==> src/rtl/instr_fetch_unit.sv <==
// ---------------------------------------------------------------------------
// instr_fetch_unit
//
// Front-end stage of the 8-bit accumulator CPU. Reads each two-byte
// instruction (opcode byte, then operand byte) from the shared synchronous
// RAM. It then presents the instruction to decode/execute through a
// valid/ready handshake. The unit owns the PC and accepts redirects from
// execute.
//
// Ports:
//   clk          rising-edge clock
//   rst_n        synchronous active-low reset
//   run          fetch enable; low blocks the start of a new instruction
//   mem_req      read request to the RAM arbiter
//   mem_gnt      arbiter grant; RAM captures mem_addr on req && gnt edges
//   mem_addr     read address, driven from the PC
//   mem_oe       read output enable, identical to mem_req
//   mem_rdata    RAM read data, valid the cycle after a granting edge
//   ir_valid     instruction available
//   ir_ready     execute accepts the instruction
//   ir_a         opcode byte
//   ir_b         operand/address byte
//   ir_pc        address of the opcode byte of the presented instruction
//   redirect     load redirect_pc and drop any in-flight/held instruction
//   redirect_pc  redirect target
//   pc_out       current fetch PC (next byte to be fetched)
// ---------------------------------------------------------------------------
module instr_fetch_unit #(
    parameter int                    ADDR_WIDTH = 8,
    parameter int                    DATA_WIDTH = 8,
    parameter logic [ADDR_WIDTH-1:0] RESET_PC   = '0
) (
    input  logic                  clk,
    input  logic                  rst_n,
    input  logic                  run,
    output logic                  mem_req,
    input  logic                  mem_gnt,
    output logic [ADDR_WIDTH-1:0] mem_addr,
    output logic                  mem_oe,
    input  logic [DATA_WIDTH-1:0] mem_rdata,
    output logic                  ir_valid,
    input  logic                  ir_ready,
    output logic [DATA_WIDTH-1:0] ir_a,
    output logic [DATA_WIDTH-1:0] ir_b,
    output logic [ADDR_WIDTH-1:0] ir_pc,
    input  logic                  redirect,
    input  logic [ADDR_WIDTH-1:0] redirect_pc,
    output logic [ADDR_WIDTH-1:0] pc_out
);

    typedef enum logic [2:0] {
        FETCH_A = 3'd0,
        CAP_A   = 3'd1,
        FETCH_B = 3'd2,
        CAP_B   = 3'd3,
        HOLD    = 3'd4
    } state_t;

    state_t                state;
    state_t                next_state;
    logic [ADDR_WIDTH-1:0] pc;

    // State register. Reset always returns to FETCH_A, even from a mid-fetch
    // state with a grant outstanding.
    always_ff @(posedge clk) begin
        if (!rst_n) begin
            state <= FETCH_A;
        end else begin
            state <= next_state;
        end
    end

    // Next-state logic and memory request decode. The opcode fetch only
    // starts while run is high. Once the opcode is in, the operand fetch
    // ignores run, so an instruction is never left half-fetched. A redirect
    // abandons whatever is in progress and restarts at FETCH_A. mem_req is
    // also held low while rst_n is low, so no read goes out during reset.
    always_comb begin
        next_state = state;
        mem_req    = 1'b0;
        case (state)
            FETCH_A: begin
                mem_req = run;
                if (run && mem_gnt) next_state = CAP_A;
            end
            CAP_A:   next_state = FETCH_B;
            FETCH_B: begin
                mem_req = 1'b1;
                if (mem_gnt) next_state = CAP_B;
            end
            CAP_B:   next_state = HOLD;
            HOLD: begin
                if (ir_ready) next_state = FETCH_A;
            end
            default: next_state = FETCH_A;
        endcase
        if (redirect) next_state = FETCH_A;
        mem_req = mem_req && rst_n;
    end

    assign mem_oe   = mem_req;
    assign mem_addr = pc;
    assign pc_out   = pc;

    // Datapath registers. The PC advances as each byte is captured, and wraps
    // modulo 2^ADDR_WIDTH. A redirect in HOLD with ir_ready high still counts
    // as a consumed instruction, because clearing ir_valid is what the
    // handshake would have done anyway. Read data that arrives after a
    // redirect is never captured, because the FSM has already left CAP_A and
    // CAP_B.
    always_ff @(posedge clk) begin
        if (!rst_n) begin
            pc       <= RESET_PC;
            ir_valid <= 1'b0;
            ir_a     <= '0;
            ir_b     <= '0;
            ir_pc    <= '0;
        end else if (redirect) begin
            pc       <= redirect_pc;
            ir_valid <= 1'b0;
        end else begin
            case (state)
                FETCH_A: begin
                    if (run && mem_gnt) ir_pc <= pc;
                end
                CAP_A: begin
                    ir_a <= mem_rdata;
                    pc   <= pc + ADDR_WIDTH'(1);
                end
                CAP_B: begin
                    ir_b     <= mem_rdata;
                    pc       <= pc + ADDR_WIDTH'(1);
                    ir_valid <= 1'b1;
                end
                HOLD: begin
                    if (ir_valid && ir_ready) ir_valid <= 1'b0;
                end
                default: ;
            endcase
        end
    end

endmodule

==> config.mk <==
export PLATFORM = sky130hd
export DESIGN_NAME = instr_fetch_unit
export DESIGN_NICKNAME = d
export VERILOG_FILES = /design/src/rtl/instr_fetch_unit.sv
export SDC_FILE = /design/constraint.sdc
export NUM_CORES = 1
export LEC_CHECK = 0
export CORE_MARGIN = 5
export CORE_UTILIZATION = 44
export CTS_CLUSTER_SIZE = 8
export DETAILED_ROUTE_END_ITERATION = 7
export PLACE_DENSITY = 0.91
export SLEW_MARGIN = 10
export SYNTH_ARGS = -nofsm -noshare
export SYNTH_HDL_FRONTEND = slang
export SYNTH_SLANG_ARGS = --single-unit
==> constraint.sdc <==
create_clock -name clk -period 1.8 [get_ports clk]
set_input_delay 0.45 -clock clk [delete_from_list [all_inputs] [get_ports clk]]
set_output_delay 0.45 -clock clk [all_outputs]
set_load 0.01 [all_outputs]
; ---- Yosys cells after proc, flatten, opt, wreduce, memory -nomap -nowiden
; Index checks and enable logic that the tools add are counted.
[word_totals]
regBits = 36
elab_cells = 39
[classes]
n_reduce_logical = 13
add_sub_neg = 1
bitwise_logic = 2
n_eq_ne = 8
n_mux = 9
[ops]
columns = op, n
row1 = 8-bit two-way mux, 2
row2 = 3-bit one-hot mux with 5 select lines, 1
row3 = 3-bit two-way mux, 3
row4 = "8-bit by 1-bit adder with 8-bit output, second input constant", 1
row5 = "2-bit != test, second input constant", 4
row6 = "3-bit by 2-bit == test with 1-bit output, second input constant", 2
row7 = 2-bit AND reduction, 3
row8 = 3-bit AND reduction, 2
row9 = 1-bit one-hot mux with 2 select lines, 2
row10 = 2-bit nonzero test, 2
row11 = 2-bit OR reduction, 2
row12 = "3-bit by 1-bit == test with 1-bit output, second input constant", 1
row13 = "3-bit == test, second input constant", 1
row14 = 1-bit logical AND, 3
row15 = 3-bit zero test, 1
row16 = 1-bit inverter, 2
row17 = 1-bit two-way mux, 1

; ---- Longest topological paths before layout
; Gate-level depths: netlist of the first run.
[depth]
word_depth = 4
mapped_depth = 5
mapped_depth_nobuf = 4

; ---- Worst setup path after synthesis of the first run
; OpenSTA, ideal clock, no wires.
[synth_path]
kind = reg-to-output
startpoint = register state[0]
endpoint = output mem_req
path_stages_with_launch = 6
slack_ns = 0.329
arrival_time_ns = 1.021
path_buffers = 2
cell_sequence = dfxtp_1 > buf_4 > inv_1 > o211ai_1 > nor2_1 > buf_4
[synth_via]
elab_chain_len = 3
[synth_rtl]
columns = element, line_no
row1 = "start, declared", 59  ; state_t state;
row2 = "start signal, assigned", 69  ; state <= next_state;
row3 = 3-bit by 2-bit == test with 1-bit output or 3-bit zero test (tied branches), 81  ; case (state)
row4 = 1-bit one-hot mux with 2 select lines (*), 81
row5 = 1-bit logical AND (*), 98  ; mem_req = mem_req && rst_n;
row6 = "end, declared", 36  ; output logic mem_req,
; Every way passes the cells marked *; elsewhere a longest branch is shown, timed or not.

; ---- Final worst setup path of the first run
[layout_path]
startpoint = register pc[7], in the netlist mem_addr[7]
endpoint = output pc_out[7]
[layout_rtl]
columns = element, line_no
row1 = "start, declared", 61  ; logic [ADDR_WIDTH-1:0] pc;
row2 = "start signal, assigned", 119  ; pc <= redirect_pc;
row3 = "start signal, assigned", 128  ; pc <= pc + ADDR_WIDTH'(1);
row4 = "start signal, assigned", 132  ; pc <= pc + ADDR_WIDTH'(1);
row5 = "end, declared", 48  ; output logic [ADDR_WIDTH-1:0] pc_out
; No word-level cell between the ends.

==> results of run 1 <==
-- metal layers --
layer  share of wire (%)  wire [um]  vias to the layer above
met5                   0          0                        -
met4                 1.3         53                        0
met3                 9.3        385                        6
met2                  47       1930                       65
met1                  43       1770                      718
li1                    -          -                      775
-- cell usage after synthesis, drive strengths merged, types with 2 or more instances --
master   n  area [um2]
buf     15         121
nand2b   5        31.3
a31oi    3        18.8
a21oi    2        10.0
mux2i    8        80.1
dfxtp   36         721
o21ai   17        85.1
clkbuf   5        20.0
nor4b    2        38.8
inv      4        15.0
nor3     2        10.0
nor2b    9        56.3
a21boi  16         120
nor2     4        15.0
or3      3        18.8
nand2   18        67.6
o211a    2        20.0
nand3   10        50.1
xnor2    2        17.5
-- how the worst min path moves through the flow --
stage	start	end	slack (ns)
final	ir_a[1]	ir_a[1]	0.45
after global routing	ir_a[1]	ir_a[1]	0.49
after CTS	ir_a[1]	ir_a[1]	0.46
after detailed placement	ir_a[1]	ir_a[1]	0.45
after global placement	ir_a[7]	ir_a[7]	0.44
after floorplan	ir_a[0]	ir_a[0]	0.48
-- report_power, final --
part / switching, mW / internal [mW]
clock: 0.279 / 0.488
sequential: 0.0218 / 0.817
combinational: 0.0992 / 0.144
-- final cells by class --
class / instances / share of cell area (%)
Multi-Input combinational cell: 124 / 33.8
Timing Repair Buffer: 79 / 29.8
Tap cell: 48 / 2.35
Clock buffer: 7 / 3.78
Inverter: 4 / 0.589
Clock inverter: 1 / 1.18
Sequential cell: 36 / 28.4
-- registers in the layout, summed over array words and instances, names as in the netlist --
register  cells
mem_addr      8
ir_valid      1
state         3
ir_b          8
ir_a          8
ir_pc         8
-- logic make-up (layout without fill, tap and decap cells) --
family | count (synthesis) | after routing
multiplexers | 9 | 9
flip-flops | 36 | 36
buffers and inverters | 24 | 91
adder cells (fa/ha/maj) | 1 | 1
AND/OR/NAND/NOR | 63 | 63
XOR/XNOR | 3 | 3
AO/OA/AOI/OAI | 48 | 48
-- per-stage QoR --
step                      area [um2]  cells
final                           2550    299
after global routing            2550    299
after CTS                       2530    298
after detailed placement        2420    290
after global placement          2420    290
after floorplan                 1740    184
-- worst min-delay path, stage by stage (launching register included) --
cell and delay (ns):
dfxtp_1 0.31, nand2_1 0.05, a21boi_1 0.05
-- timing repair --
| item | CTS | global route |
|---|---|---|
| endpoints found under the setup margin | 4 | 7 |
| resized for setup | 9 | 5 |
| gates cloned | 0 | 0 |
| buffers inserted | 0 | 1 |
| pin swaps | 0 | 2 |
| hold buffers | 0 | 0 |
==> impl_metrics.yaml, run 1 <==
synth:
  syn_inst: 184
  synth_compound_area_share_pct: 18.7
  ys_seq_area_share_pct: 41.4
  async_flop_share_pct: 0
  synthAdderAreaFrac_pct: 0.719
  synth_top_family_by_area: "simple AND/OR/NAND/NOR gates"
  synth_edf_count: 0
  synth_area_per_cell_um2: 9.46
  synth.distinct_cells: 45
  synth_mux_area_share_pct: 5.25
  syn_nets: 207
  synth-xor-area-share_pct: 1.51
  ys_ff_latch: 36
  synth-simple-area-share_pct: 23.4
  synth_area_mm2: 0.00174
  yosysWarnings: 0
  synth-main-ff-cell: "dfxtp_1"
drt:
  routedWlPerCell_um: 13.8
  vias: 1564
  ant_nets: 0
  wl_um: 4140
  drc_errors: 0
  via_per_inst: 5.23
  drt_iter0_markers: 85
  firstDrtPassIters: 4
layout:
  drive_above_1_share_pct: 15.1
  layout_common_cells: "clkdlybuf4s50_1 (60), dfxtp_1 (32), nand2_1 (18)"
  num-fill-cells: 310
  area.growth.synth_to_final_pct: 46.6
  layout_commonest_cell: "clkdlybuf4s50_1"
  utilization_pct: 68.1
  regArea_um2: 726
  final_nets: 273
  n_antenna_cell: 0
  multi_input_area_um2: 863
sta:
  whs_ns: 0.455
  finalCriticalPeriod_ns: 1.74
  slew_violations: 0
  slew_headroom_pct: 63.6
  grt_setup_unrepaired: "false"
  setup_ws_ns: 0.0569
  finalSetupViolCount: 0
  hold_viol: 0
  post-route-period-util_pct: 96.8
  fin_setup_tns_ns: 0
  tightest_slew_ns: 0.544
  clock_skew_ns: 0.00561
  fmaxAchievable_mhz: 574
power:
  p_total_mw: 1.85
  p_leak_nw: 0.971
  peakVddDrop_mv: 0.485
  power.density_mw_per_mm2: 725
global_routing:
  antenna_found_initial: 0
  overflow: 0
  grt_util_all_layers_pct: 16.4
  gr-usage-met3_pct: 5.37
  grt_max_degree: 35
  grt_pass1_vias: 1492
  busiest_layer: "met2"
  grt_pass1_wl_um: 6900
  use_met1_pct: 19.6
  grtUsageMet2_pct: 27.8
clock_tree:
  ctsHtreeMaxLevel: 2
  clk_latency_ns: 0.29
  numCtsBuffers: 5
  root_buffer: "clkbuf_8"
  clockBufferDepth: 2
  path_clk_slew_ns: 0.07
  cts_tree: "yes"
  cts.sinks: 36
floorplanning:
  fp-row-count: 22
  dieArea_mm2: 0.00531
  dieWidth_um: 72.9
  initial_core_util_pct: 46.5
  boundaryPins: 65
  design.core.area_mm2: 0.00374
  die_h_um: 72.9
run:
  cap_violations: 0
worst_setup_path:
  crit_start: "mem_addr[7]"
  path_max_fanout: 6
  r2r-end: "mem_addr[1]"
  crit_path_end_kind: "output pin"
  crit_required_ns: 1.35
  critPathLaunchType: "flip-flop"
  reg2reg_slack_ns: 0.38
  critPathMaxStageDelay_ns: 0.58
  worstSetupPathType: "reg -> out"
  rr_worst_depth: 4
  rr_startpoint: "state[2]"
  worst-path-stages: 1
  worst_path_max_delay_cell: "clkdlybuf4s50_1"
  cp_num_buf_inv: 1
  worst_ep_arrival_time_ns: 1.29
  critPathTopFamily: "buffers and inverters"
  path_cells: "clkdlybuf4s50_1"
  critPathCapture: "pc_out[7]"
placement:
  dp_slack_ns: -0.392
  hpwlAfterDp_um: 3130
  port_buffers: 64
  gp_congestion: 0.799
min_path:
  hold_path_class: "reg -> reg"
  min_path_cells: 2
run_status:
  outcome: "complete, no violations"
Power figures use the tool's default switching activity.
==> run 2, diff against run 1 <==
--- a/config.mk
+++ b/config.mk
@@ -7,6 +7,7 @@
 export LEC_CHECK = 0
 export CORE_MARGIN = 5
 export CORE_UTILIZATION = 44
+export CTS_CLUSTER_DIAMETER = 150
 export CTS_CLUSTER_SIZE = 8
 export DETAILED_ROUTE_END_ITERATION = 7
 export PLACE_DENSITY = 0.91
==> results of run 2 <==
Same layout as run 1: the final DEF is identical, and so are final timing and power.
